### src/rtl/univ_shift_reg_pkg.sv
// Shared constants for the universal shift register and the serial-link
// blocks that drive it. Mode encodings live here so no block redefines them.
package univ_shift_reg_pkg;

  typedef enum logic [1:0] {
    USR_MODE_HOLD = 2'b00,
    USR_MODE_SHR  = 2'b01,
    USR_MODE_SHL  = 2'b10,
    USR_MODE_LOAD = 2'b11
  } usr_mode_e;

endpackage

### src/rtl/univ_shift_reg_shift_bit_counter.sv
// Bit counter for shift framing: counts shifted-in bits modulo MAX and owns
// the registered one-cycle word strobe. 'wrap' is that registered strobe,
// high in the cycle after the edge that consumed the MAX-th bit.
module shift_bit_counter #(
  parameter int unsigned MAX   = 8,
  parameter int unsigned CNT_W = $clog2(MAX + 1)
) (
  input  logic             clk,
  input  logic             rst,
  input  logic             inc,
  input  logic             restart,
  output logic [CNT_W-1:0] count,
  output logic             wrap
);

  logic [CNT_W-1:0] count_q, count_d;
  logic             wrap_q, wrap_d;

  // Next count/strobe: restart wins over a shift; strobe defaults low.
  always_comb begin
    count_d = count_q;
    wrap_d  = 1'b0;
    if (restart) begin
      count_d = '0;
    end else if (inc) begin
      if (count_q == CNT_W'(MAX - 1)) begin
        count_d = '0;
        wrap_d  = 1'b1;
      end else begin
        count_d = count_q + CNT_W'(1);
      end
    end
  end

  // Counter and strobe registers with synchronous active-low reset.
  always_ff @(posedge clk) begin
    if (!rst) begin
      count_q <= '0;
      wrap_q  <= 1'b0;
    end else begin
      count_q <= count_d;
      wrap_q  <= wrap_d;
    end
  end

  assign count = count_q;
  assign wrap  = wrap_q;

endmodule

### src/rtl/univ_shift_reg.sv
// Universal shift register: hold, shift-right, shift-left and parallel load,
// with synchronous clear and word framing via shift_bit_counter.
module univ_shift_reg
  import univ_shift_reg_pkg::*;
#(
  parameter int unsigned WIDTH = 8,
  parameter int unsigned CNT_W = $clog2(WIDTH + 1)
) (
  input  logic             clk,
  input  logic             rst,
  input  logic             en,
  input  logic             clr,
  input  logic [1:0]       mode,
  input  logic             serial_in,
  input  logic [WIDTH-1:0] parallel_in,
  output logic [WIDTH-1:0] parallel_out,
  output logic             serial_out_msb,
  output logic             serial_out_lsb,
  output logic [CNT_W-1:0] bit_cnt,
  output logic             word_valid
);

  logic [WIDTH-1:0] data_q, data_d;
  logic             shift;
  logic             restart;

  // Mode mux: clr beats en, en beats mode; loads and clears restart framing.
  always_comb begin
    data_d  = data_q;
    shift   = 1'b0;
    restart = 1'b0;
    if (clr) begin
      data_d  = '0;
      restart = 1'b1;
    end else if (en) begin
      case (usr_mode_e'(mode))
        USR_MODE_SHR: begin
          data_d = {serial_in, data_q[WIDTH-1:1]};
          shift  = 1'b1;
        end
        USR_MODE_SHL: begin
          data_d = {data_q[WIDTH-2:0], serial_in};
          shift  = 1'b1;
        end
        USR_MODE_LOAD: begin
          data_d  = parallel_in;
          restart = 1'b1;
        end
        default: ;
      endcase
    end
  end

  // Data register with synchronous active-low reset.
  always_ff @(posedge clk) begin
    if (!rst) data_q <= '0;
    else      data_q <= data_d;
  end

  shift_bit_counter #(
    .MAX   (WIDTH),
    .CNT_W (CNT_W)
  ) u_cnt (
    .clk     (clk),
    .rst     (rst),
    .inc     (shift),
    .restart (restart),
    .count   (bit_cnt),
    .wrap    (word_valid)
  );

  assign parallel_out   = data_q;
  assign serial_out_msb = data_q[WIDTH-1];
  assign serial_out_lsb = data_q[0];

endmodule

### config.mk
export PLATFORM = sky130hd
export DESIGN_NAME = univ_shift_reg
export DESIGN_NICKNAME = d
export VERILOG_FILES = /design/src/rtl/univ_shift_reg_pkg.sv /design/src/rtl/univ_shift_reg_shift_bit_counter.sv /design/src/rtl/univ_shift_reg.sv
export SDC_FILE = /design/constraint.sdc
export NUM_CORES = 1
export LEC_CHECK = 0
export BUFFER_PORTS_ARGS = -buffer_cell sky130_fd_sc_hd__buf_2
export CAP_MARGIN = 20
export CORE_UTILIZATION = 43
export DETAILED_ROUTE_END_ITERATION = 8
export GPL_ROUTABILITY_DRIVEN = 0
export GPL_TIMING_DRIVEN = 0
export PLACE_DENSITY_LB_ADDON = 0.15
export SYNTH_ARGS = -nofsm -noshare
export SYNTH_HDL_FRONTEND = slang
export SYNTH_SLANG_ARGS = --single-unit
### constraint.sdc
create_clock -name clk -period 2.2 [get_ports clk]
set_clock_uncertainty 0.05 [all_clocks]
set_input_delay 0.33 -clock clk [delete_from_list [all_inputs] [get_ports clk]]
set_output_delay 0.33 -clock clk [all_outputs]
set_load 0.01 [all_outputs]
# Yosys cells after proc, flatten, opt, wreduce, memory -nomap -nowiden

Cells that the tools add are included.
W data, S select, Z words.

Equal/unequal tests: 4
Bitwise logic cells: 2
$add $sub $neg: 1
Reductions and logical operators: 6
Multiplexer cells: 9

Operators with widths:

| kind                  | number |
|---|---|
| $pmux W8 S3           | 1 |
| $mux W1               | 7 |
| $reduce_or A2 Y1      | 3 |
| $add A4 B1 Y4 const B | 1 |
| $eq A2 B2 Y1 const B  | 2 |
| $eq A4 B3 Y1 const B  | 1 |
| $mux W4               | 1 |
| $reduce_bool A3 Y1    | 1 |
| $reduce_or A3 Y1      | 1 |
| $eq A2 B1 Y1 const B  | 1 |
| $not A1 Y1            | 2 |
| $reduce_and A2 Y1     | 1 |

Input bits: 15
Word-level logic and storage cells: 25
Flip-flop bits (word level): 13

# Depth between registers and ports, before layout

Gate-level depths: netlist (run 1).

Word-level depth: 7
Depth in mapped cells: 6
Depth with buffers taken out: 5

# Hierarchy

Synthesis (run 1) repeated with hierarchy kept, for this count alone.

Cell total of the unflattened synthesis: 79
Area, all modules: 753.2 µm²

By module, submodules not included:

| module            | times used | area each (µm²) | sequential area each (µm²) | cells an instance |
|---|---|---|---|---|
| univ_shift_reg    | 1          | 520.5           | 160.2                      | 57 |
| shift_bit_counter | 1          | 232.7           | 100.1                      | 22 |

# Least setup slack after synthesis (run 1)

OpenSTA, ideal clock, no wires.

Path type: input -> register
From: input port mode[0]
To: register u_cnt.count_q[3], in the netlist u_cnt.count[3]
Data required time: 2079 ps
Data arrival time: 1391 ps
Buffers on the path: 0
Library setup time: 71 ps
Stages: 5
Path slack: 689 ps
Path through: inv_1 -> ha_1 -> nand3b_4 -> or4b_1 -> a21oi_1

Word-level cells in the longest chain between the ends: 5

Ends and longest elaborated chain:

| item                                                         | line                                       | text |
|---|---|---|
| from (decl)                                                  | univ_shift_reg.sv:13                       | `input logic [1:0] mode,` |
| $eq A2 B2 Y1 or $eq A2 B1 Y1 (tied branches)                 | univ_shift_reg.sv:36                       | `case (usr_mode_e'(mode))` |
| $reduce_or A2 Y1 (no source line) or $mux W1 (tied branches) | n/a                                        |  |
| $mux W1 (on tied branches)                                   | univ_shift_reg.sv:36, univ_shift_reg.sv:35 |  |
| $mux W1 (on tied branches)                                   | univ_shift_reg.sv:35, univ_shift_reg.sv:32 |  |
| $mux W1 or $reduce_or A2 Y1 (tied branches)                  | n/a                                        |  |
| to (signal assigned)                                         | univ_shift_reg_shift_bit_counter.sv:41     | `count_q <= count_d;` |
| to (decl)                                                    | univ_shift_reg_shift_bit_counter.sv:16     | `logic [CNT_W-1:0] count_q, count_d;` |

Parallel ways exist; a longest one is shown, timed or not.
A chain may end at the register's enable or synchronous reset.

# Worst setup path in the final report (run 1)

From: input port mode[0]
To: register data_q[7], in the netlist parallel_out[7]

Word-level cells in the longest chain between the ends: 3

Ends and longest elaborated chain:

| item                                         | line                 | text |
|---|---|---|
| $eq A2 B2 Y1 or $eq A2 B1 Y1 (tied branches) | univ_shift_reg.sv:36 |  |
| $reduce_bool A3 Y1 (no source line)          | n/a                  |  |
| $reduce_and A2 Y1 (no source line)           | n/a                  |  |
| to (signal assigned)                         | univ_shift_reg.sv:57 | `else data_q <= data_d;` |
| to (decl)                                    | univ_shift_reg.sv:23 | `logic [WIDTH-1:0] data_q, data_d;` |

Parallel ways exist; a longest one is shown, timed or not.

==> flow_metrics.py, run 1 <==
metrics = {
    "run_status": {
        "status": "complete, no violations",
    },
    "routing": {
        "vias": 689,
        "first_pass_iters": 4,
        "wl_per_cell_um": 12.9,
        "drcViolationCount": 0,
        "drtIter0Drc": 11,
        "via_per_inst": 5.51,
        "final_antenna_net_count": 0,
        "drt_wl_total_um": 1610,
    },
    "clock_network": {
        "cts-root-buf": "clkbuf_4",
        "hold_buffers": 0,
        "clk_path_buf_depth": 2,
        "clkTransAtPathRegs_ps": 80,
        "cts.sinks": 13,
        "cts_tree": "done",
        "postCtsSetupBuffers": 0,
        "htreeDepth": 1,
        "clkLatencyLatePin_ps": 290,
        "cts_buffers": 3,
        "cts_resized": 0,
    },
    "layout": {
        "n_antenna_cell": 0,
        "final_area_um2": 853,
        "area_delta_synth_final_pct": 28.7,
        "n_fill_cell": 140,
        "final_nets": 130,
        "layout-drive-gt1-share_pct": 32.7,
    },
    "setup_path": {
        "critical_path_class": "in2reg",
        "cp-end-kind": "flop",
        "start_kind": "primary input",
        "arrival_ps": 1590,
        "cp_max_fo": 10,
        "critPathRequiredTime_ps": 2360,
    },
    "global_route": {
        "grt-ovfl-total": 0,
        "grt_usage_pct": 23.4,
        "grt_pass1_vias": 555,
        "antenna_found_initial": 0,
        "grt_max_degree": 11,
        "grt_pass1_wl_um": 2460,
    },
    "pwr": {
        "peakVddDrop_uv": 379,
        "p_leak_uw": 0.000400,
        "power_density_nw_per_um2": 558,
    },
    "place": {
        "place_area_um2": 827,
        "port_buffers": 29,
        "dp_hpwl_um": 1180,
    },
    "floorplanning": {
        "fp.dieH_um": 41.3,
        "rows": 13,
        "core_um2": 1370,
        "initial_core_util_pct": 48.5,
        "io_pins": 30,
        "dieArea_um2": 1700,
        "dieWidth_um": 41.3,
    },
    "sta": {
        "slew_viol_final": 0,
        "finalHoldViolations": 0,
        "grt_setup_unrepaired": "no",
        "finalSetupViolations": 0,
        "tns_ps": 0,
        "fmax_mhz": 697,
        "worst_pin_slew_ps": 500,
        "finalCritPeriodShare_pct": 65.3,
        "relSlewSlack_pct": 66.5,
        "layout_min_cycle_time_ps": 1440,
    },
    "synth": {
        "synth_nets": 96,
        "yosysWarnings": 0,
        "netlist_area_um2": 663,
        "synth_cell_types": 22,
        "syn_inst": 77,
        "ys_seq_elements": 13,
        "seq_area_frac_synth_pct": 39.2,
        "avgSynthCellArea_um2": 8.61,
    },
    "run": {
        "timing.max_cap.violations": 0,
    },
    "min_path": {
        "worstHoldPathType": "in2reg",
    },
}
-- cells in the final DEF, fill, tap and decap left out --
cell / Yosys / routed
nor2_1: 3 / 3
clkbuf_4: 0 / 3
a311o_1: 1 / 1
buf_2: 1 / 30
nand3_1: 1 / 1
a22oi_1: 8 / 8
dfxtp_1: 13 / 13
nand2_1: 12 / 12
mux2i_1: 1 / 1
buf_4: 2 / 2
a31oi_1: 8 / 8
or4b_1: 1 / 1
and2b_1: 1 / 1
a21oi_1: 2 / 2
nor4_1: 1 / 1
nand4b_1: 1 / 1
nand3b_4: 1 / 1
o21ai_0: 9 / 9
inv_1: 3 / 3
nor2b_1: 1 / 1
ha_1: 4 / 4
xor2_1: 1 / 1
clkbuf_1: 2 / 3
-- power by group --
group / internal, µW / switching [µW]
combinational: 32.4 / 41.1
sequential: 241 / 6.15
clock: 70.5 / 84.0
total: 344 / 131
-- area by class of cell --
| type | count | area [µm²] | area share, % |
|---|---|---|---|
| well taps | 15 | 18.8 | 2.20 |
| clock buffers | 4 | 26.3 | 3.08 |
| plain buffers | 5 | 27.5 | 3.23 |
| inverters | 3 | 11.3 | 1.32 |
| repair buffers | 29 | 145 | 17.0 |
| multi-input cells | 56 | 364 | 42.7 |
| flip-flops and latches | 13 | 260 | 30.5 |
-- per-stage QoR --
| step | instances | worst slack [ps] | power [µW] | hold WS [ps] | utilization (%) |
|---|---|---|---|---|---|
| 2_1_floorplan | 77 | 689 | 295 | 434 | - |
| 3_5_place_dp | 121 | 436 | 327 | 440 | 60.5 |
| 6_report | 125 | 764 | 476 | 274 | 62.5 |
| 4_1_cts | 125 | 728 | 478 | 281 | 62.5 |
| 5_1_grt | 125 | 630 | 501 | 287 | 62.5 |
| 3_3_place_gp | 121 | 491 | 325 | 429 | 60.5 |
-- worst paths after layout --
kind	from	to	slack [ps]	depth (start not counted)
setup / recovery	mode[0]	parallel_out[7]	760	6
hold / removal	serial_in	parallel_out[7]	270	3
setup reg to reg	u_cnt.count[0]	u_cnt.count[3]	820	4
hold reg to reg	u_cnt.count[3]	u_cnt.wrap	450	1
-- worst max-delay path: stages --
cell and delay, ps:
buf_2 110, ha_1 180, clkbuf_1 220, nor2_1 470, nand2_1 100, a31oi_1 190
-- flip-flops by register name, indices dropped and copies added, names as in the netlist --
register,count
u_cnt.count,4
parallel_out,8
u_cnt.wrap,1
-- cells by family (layout without fill, tap and decap cells) --
group | count (synthesis) | after routing | share of synthesized area (%)
compound gates | 28 | 28 | 26.4
simple gates | 22 | 22 | 18.1
flops | 13 | 13 | 39.2
buf+inv | 8 | 41 | 5.85
fa+ha+maj | 4 | 4 | 7.55
xor+xnor | 1 | 1 | 1.32
mux | 1 | 1 | 1.51
-- per-layer routing --
metal	vias up	wire [µm]	global-route usage, %
met5	-	0	0
met4	0	46	16.9
met3	4	113	7.07
met2	30	690	32.4
met1	307	764	30.1
li1	348	-	-
-- cell usage after synthesis --
cell,count,area (µm²)
dfxtp_1,13,260
nand2_1,12,45.0
o21ai_0,9,45.0
a22oi_1,8,60.1
a31oi_1,8,50.1
ha_1,4,50.1
inv_1,3,11.3
nor2_1,3,11.3
a21oi_1,2,10.0
buf_4,2,15.0
clkbuf_1,2,7.51
a311o_1,1,10.0
and2b_1,1,7.51
buf_2,1,5.00
mux2i_1,1,10.0
nand3_1,1,5.00
nand3b_4,1,20.0
nand4b_1,1,8.76
nor2b_1,1,6.26
nor4_1,1,6.26
or4b_1,1,10.0
xor2_1,1,8.76
Note: power is estimated with default switching activity, not from simulation.
==> run 2, diff against run 1 <==
- ABC_AREA: not set -> 1
- CORE_ASPECT_RATIO: not set -> 1.4
- clock period: 2.2 -> 1.4 ns (I/O delays scaled with it)
==> flow_metrics.py, run 2 <==
metrics = {
    "run_status": {
        "status": "complete, no violations",
    },
    "global_route": {
        "grt_usage_pct": 20.6,
        "grt_pass1_vias": 767,
        "grt_max_degree": 11,
        "grt_pass1_wl_um": 3010,
        "antenna_found_initial": 0,
        "grt-ovfl-total": 0,
    },
    "place": {
        "dp_hpwl_um": 1380,
        "port_buffers": 29,
    },
    "sta": {
        "slew_viol_final": 0,
        "finalHoldViolations": 0,
        "finalCritPeriodShare_pct": 83.5,
        "tns_ps": 0,
        "fmax_mhz": 855,
        "grt_setup_unrepaired": "no",
        "worst_pin_slew_ps": 284,
        "finalSetupViolations": 0,
        "layout_min_cycle_time_ps": 1170,
        "relSlewSlack_pct": 81.0,
    },
    "setup_path": {
        "critPathRequiredTime_ps": 1140,
        "arrival_ps": 910,
        "cp_max_fo": 4,
        "critical_path_class": "reg2out",
        "cp-end-kind": "primary output",
        "start_kind": "flop",
    },
    "synth": {
        "synth_edf_count": 0,
        "syn_inst": 125,
        "avgSynthCellArea_um2": 6.61,
        "netlist_top_cells_count": "31 x nand2_1, 25 x nor2_1, 17 x inv_1, 13 x dfxtp_1, 8 x nand3_1",
        "async_flop_share_pct": 0,
        "netlist_area_um2": 826,
        "seq_area_frac_synth_pct": 31.5,
        "synth_ff_type": "dfxtp_1",
        "synth.most_common_cell": "nand2_1",
        "yosysWarnings": 0,
        "synth.largest_area_cell": "dfxtp_1",
        "synthTopCellsByArea": "dfxtp_1 32%, nand2_1 14%, nor2_1 11%",
        "synth_top_area_share_pct": 31.5,
        "ys_seq_elements": 13,
        "synth_cell_types": 21,
        "synth_nets": 144,
    },
    "clock_network": {
        "hold_buffers": 0,
        "htreeDepth": 1,
        "postCtsSetupBuffers": 0,
        "cts_buffers": 3,
        "clkTransAtPathRegs_ps": 80,
        "clk_path_buf_depth": 2,
        "cts_tree": "done",
        "cts.sinks": 13,
        "clkLatencyLatePin_ps": 280,
        "cts_resized": 0,
        "cts-root-buf": "clkbuf_4",
    },
    "layout": {
        "layout_common_cells": "31 x nand2_1, 30 x buf_2, 25 x nor2_1",
        "layout_commonest_cell": "nand2_1",
        "area_delta_synth_final_pct": 23.8,
        "final_nets": 178,
        "n_antenna_cell": 0,
        "largest_reg_flops": 8,
        "layout-drive-gt1-share_pct": 30.4,
        "fin_util_pct": 57.5,
    },
    "routing": {
        "drcViolationCount": 0,
        "first_pass_iters": 4,
        "vias": 858,
        "drtIter0Drc": 7,
        "drt_wl_total_um": 1740,
        "wl_per_cell_um": 9.79,
        "via_per_inst": 4.82,
        "final_antenna_net_count": 0,
    },
    "run": {
        "timing.max_cap.violations": 0,
    },
    "floorplanning": {
        "dieWidth_um": 39.0,
        "fp.dieH_um": 53.9,
        "io_pins": 30,
        "rows": 18,
        "core_um2": 1780,
        "dieArea_um2": 2100,
        "initial_core_util_pct": 46.4,
    },
    "pwr": {
        "power_density_nw_per_um2": 770,
        "p_leak_uw": 0.000521,
        "peakVddDrop_uv": 658,
    },
    "min_path": {
        "worstHoldPathType": "in2reg",
    },
}
-- run 2: changes by cell type after synthesis, sizes merged, moves of 2 or more --
| cell | delta |
|---|---|
| nor2 | +25 |
| nand2 | +20 |
| inv | +16 |
| nand3 | +9 |
| a22oi | -8 |
| a31oi | -8 |
| a21oi | +3 |
| buf | +2 |
| clkbuf | -2 |
-- run 2: cell type report --
class	instances	area, µm²
clock buffers	4	26.3
repair buffers	29	145
fillers	179	757
multi-input cells	88	440
plain buffers	5	51.3
well taps	20	25.0
inverters	19	73.8
flip-flops and latches	13	260
-- run 2: logic make-up (layout without fill, tap and decap cells) --
kind of cell / Yosys count / in the layout / share of synthesized area, %
compound gates: 13 / 13 / 9.24
xor+xnor: 1 / 1 / 1.06
fa+ha+maj: 4 / 4 / 6.06
buf+inv: 24 / 57 / 15.2
flops: 13 / 13 / 31.5
simple gates: 70 / 70 / 37.0
-- run 2: through the flow --
stage	area, µm²	total power [µW]	hold WS (ps)	setup WS [ps]	std cells
5_1_grt	1020	840	196	148	178
3_5_place_dp	996	556	436	87.7	174
2_1_floorplan	826	502	329	298	125
3_3_place_gp	996	553	431	126	174
4_1_cts	1020	791	186	212	178
6_report	1020	787	182	231	178
-- run 2: path summary, 6_finish.rpt --
kind,start,endpoint,slack [ps],cells past startpoint
max,parallel_out[7],parallel_out[7],230,2
min,clr,u_cnt.count[2],180,4
max reg2reg,u_cnt.count[0],u_cnt.count[0],390,4
min reg2reg,u_cnt.count[2],u_cnt.count[2],440,2
-- run 2: layer usage --
layer	vias up	share of wire [%]	wire, µm	track usage [%]
li1	449	-	-	-
met1	380	40	700	21.1
met2	24	52	908	36.4
met3	5	5.4	94	4.96
met4	0	2.2	39	12.6
met5	-	0	0	0
-- run 2: critical path, stage by stage (launching register included) --
cell and delay [ps]:
dfxtp_1 390, buf_4 120, buf_2 110
-- run 2: power by group --
part           internal [µW]  total, µW  switching, µW  leakage (µW)
registers                379        389           9.76      0.000106
logic                   67.1        156           89.4      0.000400
clock network            111        241            130     0.0000150
total                    557        787            229      0.000521
==> run 3, diff against run 2 <==
- ABC_AREA: 1 -> 0
- CORE_ASPECT_RATIO: 1.4 -> not set
- CORE_UTILIZATION: 43 -> 40
- clock period: 1.4 -> 1 ns (I/O delays scaled with it)
==> flow_metrics.py, run 3 (synthesis results as in run 1) <==
metrics = {
    "run_status": {
        "status": "finished with violations",
        "violations": "negative setup slack",
    },
    "floorplanning": {
        "core_um2": 1520,
        "dieArea_um2": 1820,
        "dieWidth_um": 42.7,
        "fp.dieH_um": 42.7,
        "initial_core_util_pct": 43.5,
        "io_pins": 30,
        "rows": 14,
    },
    "global_route": {
        "grt_pass1_wl_um": 2530,
        "antenna_found_initial": 0,
        "grt_pass1_vias": 607,
        "grt-ovfl-total": 0,
        "grt_max_degree": 11,
        "grt_usage_pct": 18.4,
    },
    "place": {
        "dp_slack_ps": -480,
        "port_buffers": 29,
        "dp_hpwl_um": 1170,
    },
    "setup_path": {
        "reg2regPathDepth": 4,
        "path_cells": "ha_4 -> nand2_2 -> or4b_4 -> a21oi_2",
        "cp-end-kind": "flop",
        "critical_path_class": "reg2reg",
        "timing.rr.start": "u_cnt.count[0]",
        "cp_max_fo": 5,
        "crit_slowest_cell": "or4b_4",
        "reg2reg_slack_ps": -270,
        "start_kind": "flop",
        "arrival_ps": 1430,
        "critPathRequiredTime_ps": 1160,
        "critPathMaxStageDelay_ps": 460,
        "reg2reg_to": "u_cnt.count[3]",
    },
    "layout": {
        "area_delta_synth_final_pct": 53.2,
        "layout-drive-gt1-share_pct": 55.7,
        "layout_commonest_cell": "buf_2",
        "n_antenna_cell": 0,
        "largest_reg_flops": 8,
        "final_nets": 135,
        "n_fill_cell": 133,
        "layout_common_cells": "25 x buf_2, 11 x nand2_1, 9 x buf_4, 9 x o21ai_0",
    },
    "clock_network": {
        "cts_buffers": 3,
        "cts_tree": "done",
        "cts-root-buf": "clkbuf_4",
        "clkLatencyLatePin_ps": 270,
        "cts.sinks": 13,
        "clk_path_buf_depth": 2,
        "clkTransAtPathRegs_ps": 80,
        "htreeDepth": 1,
    },
    "sta": {
        "fmax_mhz": 788,
        "worst_pin_slew_ps": 309,
        "fin_ws_ps": -269,
        "slew_viol_final": 0,
        "finalSetupViolations": 5,
        "relSlewSlack_pct": 79.3,
        "finalCritPeriodShare_pct": 127,
        "layout_min_cycle_time_ps": 1270,
        "finalHoldViolations": 0,
        "grt_setup_unrepaired": "yes",
    },
    "routing": {
        "drt_wl_total_um": 1720,
        "drcViolationCount": 0,
        "wl_per_cell_um": 13.1,
        "via_per_inst": 5.65,
        "drtIter0Drc": 25,
        "first_pass_iters": 5,
        "final_antenna_net_count": 0,
        "vias": 740,
    },
    "pwr": {
        "power_frac_clock_pct": 30.3,
        "power_frac_comb_pct": 19.4,
        "power.total_uw": 1070,
        "p_sw_uw": 290,
        "p_sw_share_pct": 27.1,
        "seq_power_share_pct": 50.4,
        "peakVddDrop_uv": 586,
        "power_density_nw_per_um2": 1060,
        "p_leak_uw": 0.000448,
        "cell_internal_pwr_uw": 781,
    },
    "run": {
        "timing.max_cap.violations": 0,
    },
    "min_path": {
        "min-delay-start": "serial_in",
        "holdPathEnd": "parallel_out[7]",
        "min_path_cells": 3,
        "worstHoldPathType": "in2reg",
    },
}
==> run 3: area by class of cell <==
class                           instances  area (µm²)  area share (%)
Inverter                                3        28.8            2.83
Clock buffer                            4        26.3            2.59
Timing Repair Buffer                   36         219            21.6
Sequential cell                        13         282            27.7
Buffer                                  3        30.0            2.96
Tap cell                               16        20.0            1.97
Multi-Input combinational cell         56         410            40.4
==> run 3: worst max-delay path: cells and delay by family, from the launching register on <==
family                     cells  cell delay [ps]
AOI/OAI and AO/OA              1              120
adders and majority gates      1              160
and+or+nand+nor                2              510
DFF                            1              370
==> run 3: how the worst max path moves through the flow <==
stage / to / cells after the start / slack [ps] / startpoint
2_1_floorplan: u_cnt.count[3] / 4 / -230 / u_cnt.count[0]
3_3_place_gp: u_cnt.count[3] / 6 / -470 / mode[0]
3_5_place_dp: u_cnt.count[3] / 6 / -480 / mode[0]
4_1_cts: u_cnt.count[3] / 4 / -250 / u_cnt.count[0]
5_1_grt: u_cnt.count[3] / 4 / -310 / u_cnt.count[0]
6_report: u_cnt.count[3] / 4 / -270 / u_cnt.count[0]
==> run 3: power by group through the flow <==
stage / Clock (µW) / Combinational (µW) / Sequential [µW]
finish: 324 / 207 / 540
global route: 364 / 225 / 542
CTS: 333 / 196 / 545
detailed placement: 0 / 187 / 555
global placement: 0 / 183 / 554
floorplan: 0 / 106 / 560
==> run 3: metal layers <==
layer	part of all wire (%)	track usage, %	up-vias	wire length, µm
met5	0	0	-	0
met4	0.76	9.38	0	13
met3	7.9	4.26	2	135
met2	48	28.2	35	830
met1	43	24.1	342	737
li1	-	-	361	-
==> run 3: stage by stage <==
step	TNS, ps	hold WS, ps	utilization (%)	cell area [µm²]	cells
after floorplan	-362	254	-	732	77
after global placement	-3830	379	58.9	897	122
after detailed placement	-4080	386	58.9	897	122
after CTS	-602	85.6	63.5	967	128
after global routing	-855	97.2	66.7	1020	131
final	-608	97.0	66.7	1020	131
==> run 3: repair_timing <==
| item | CTS | global route |
|---|---|---|
| pin swaps | 8 | 3 |
| hold buffers | 0 | 0 |
| buffers inserted | 4 | 3 |
| resized for setup | 12 | 10 |
| setup endpoints to repair | 22 | 19 |
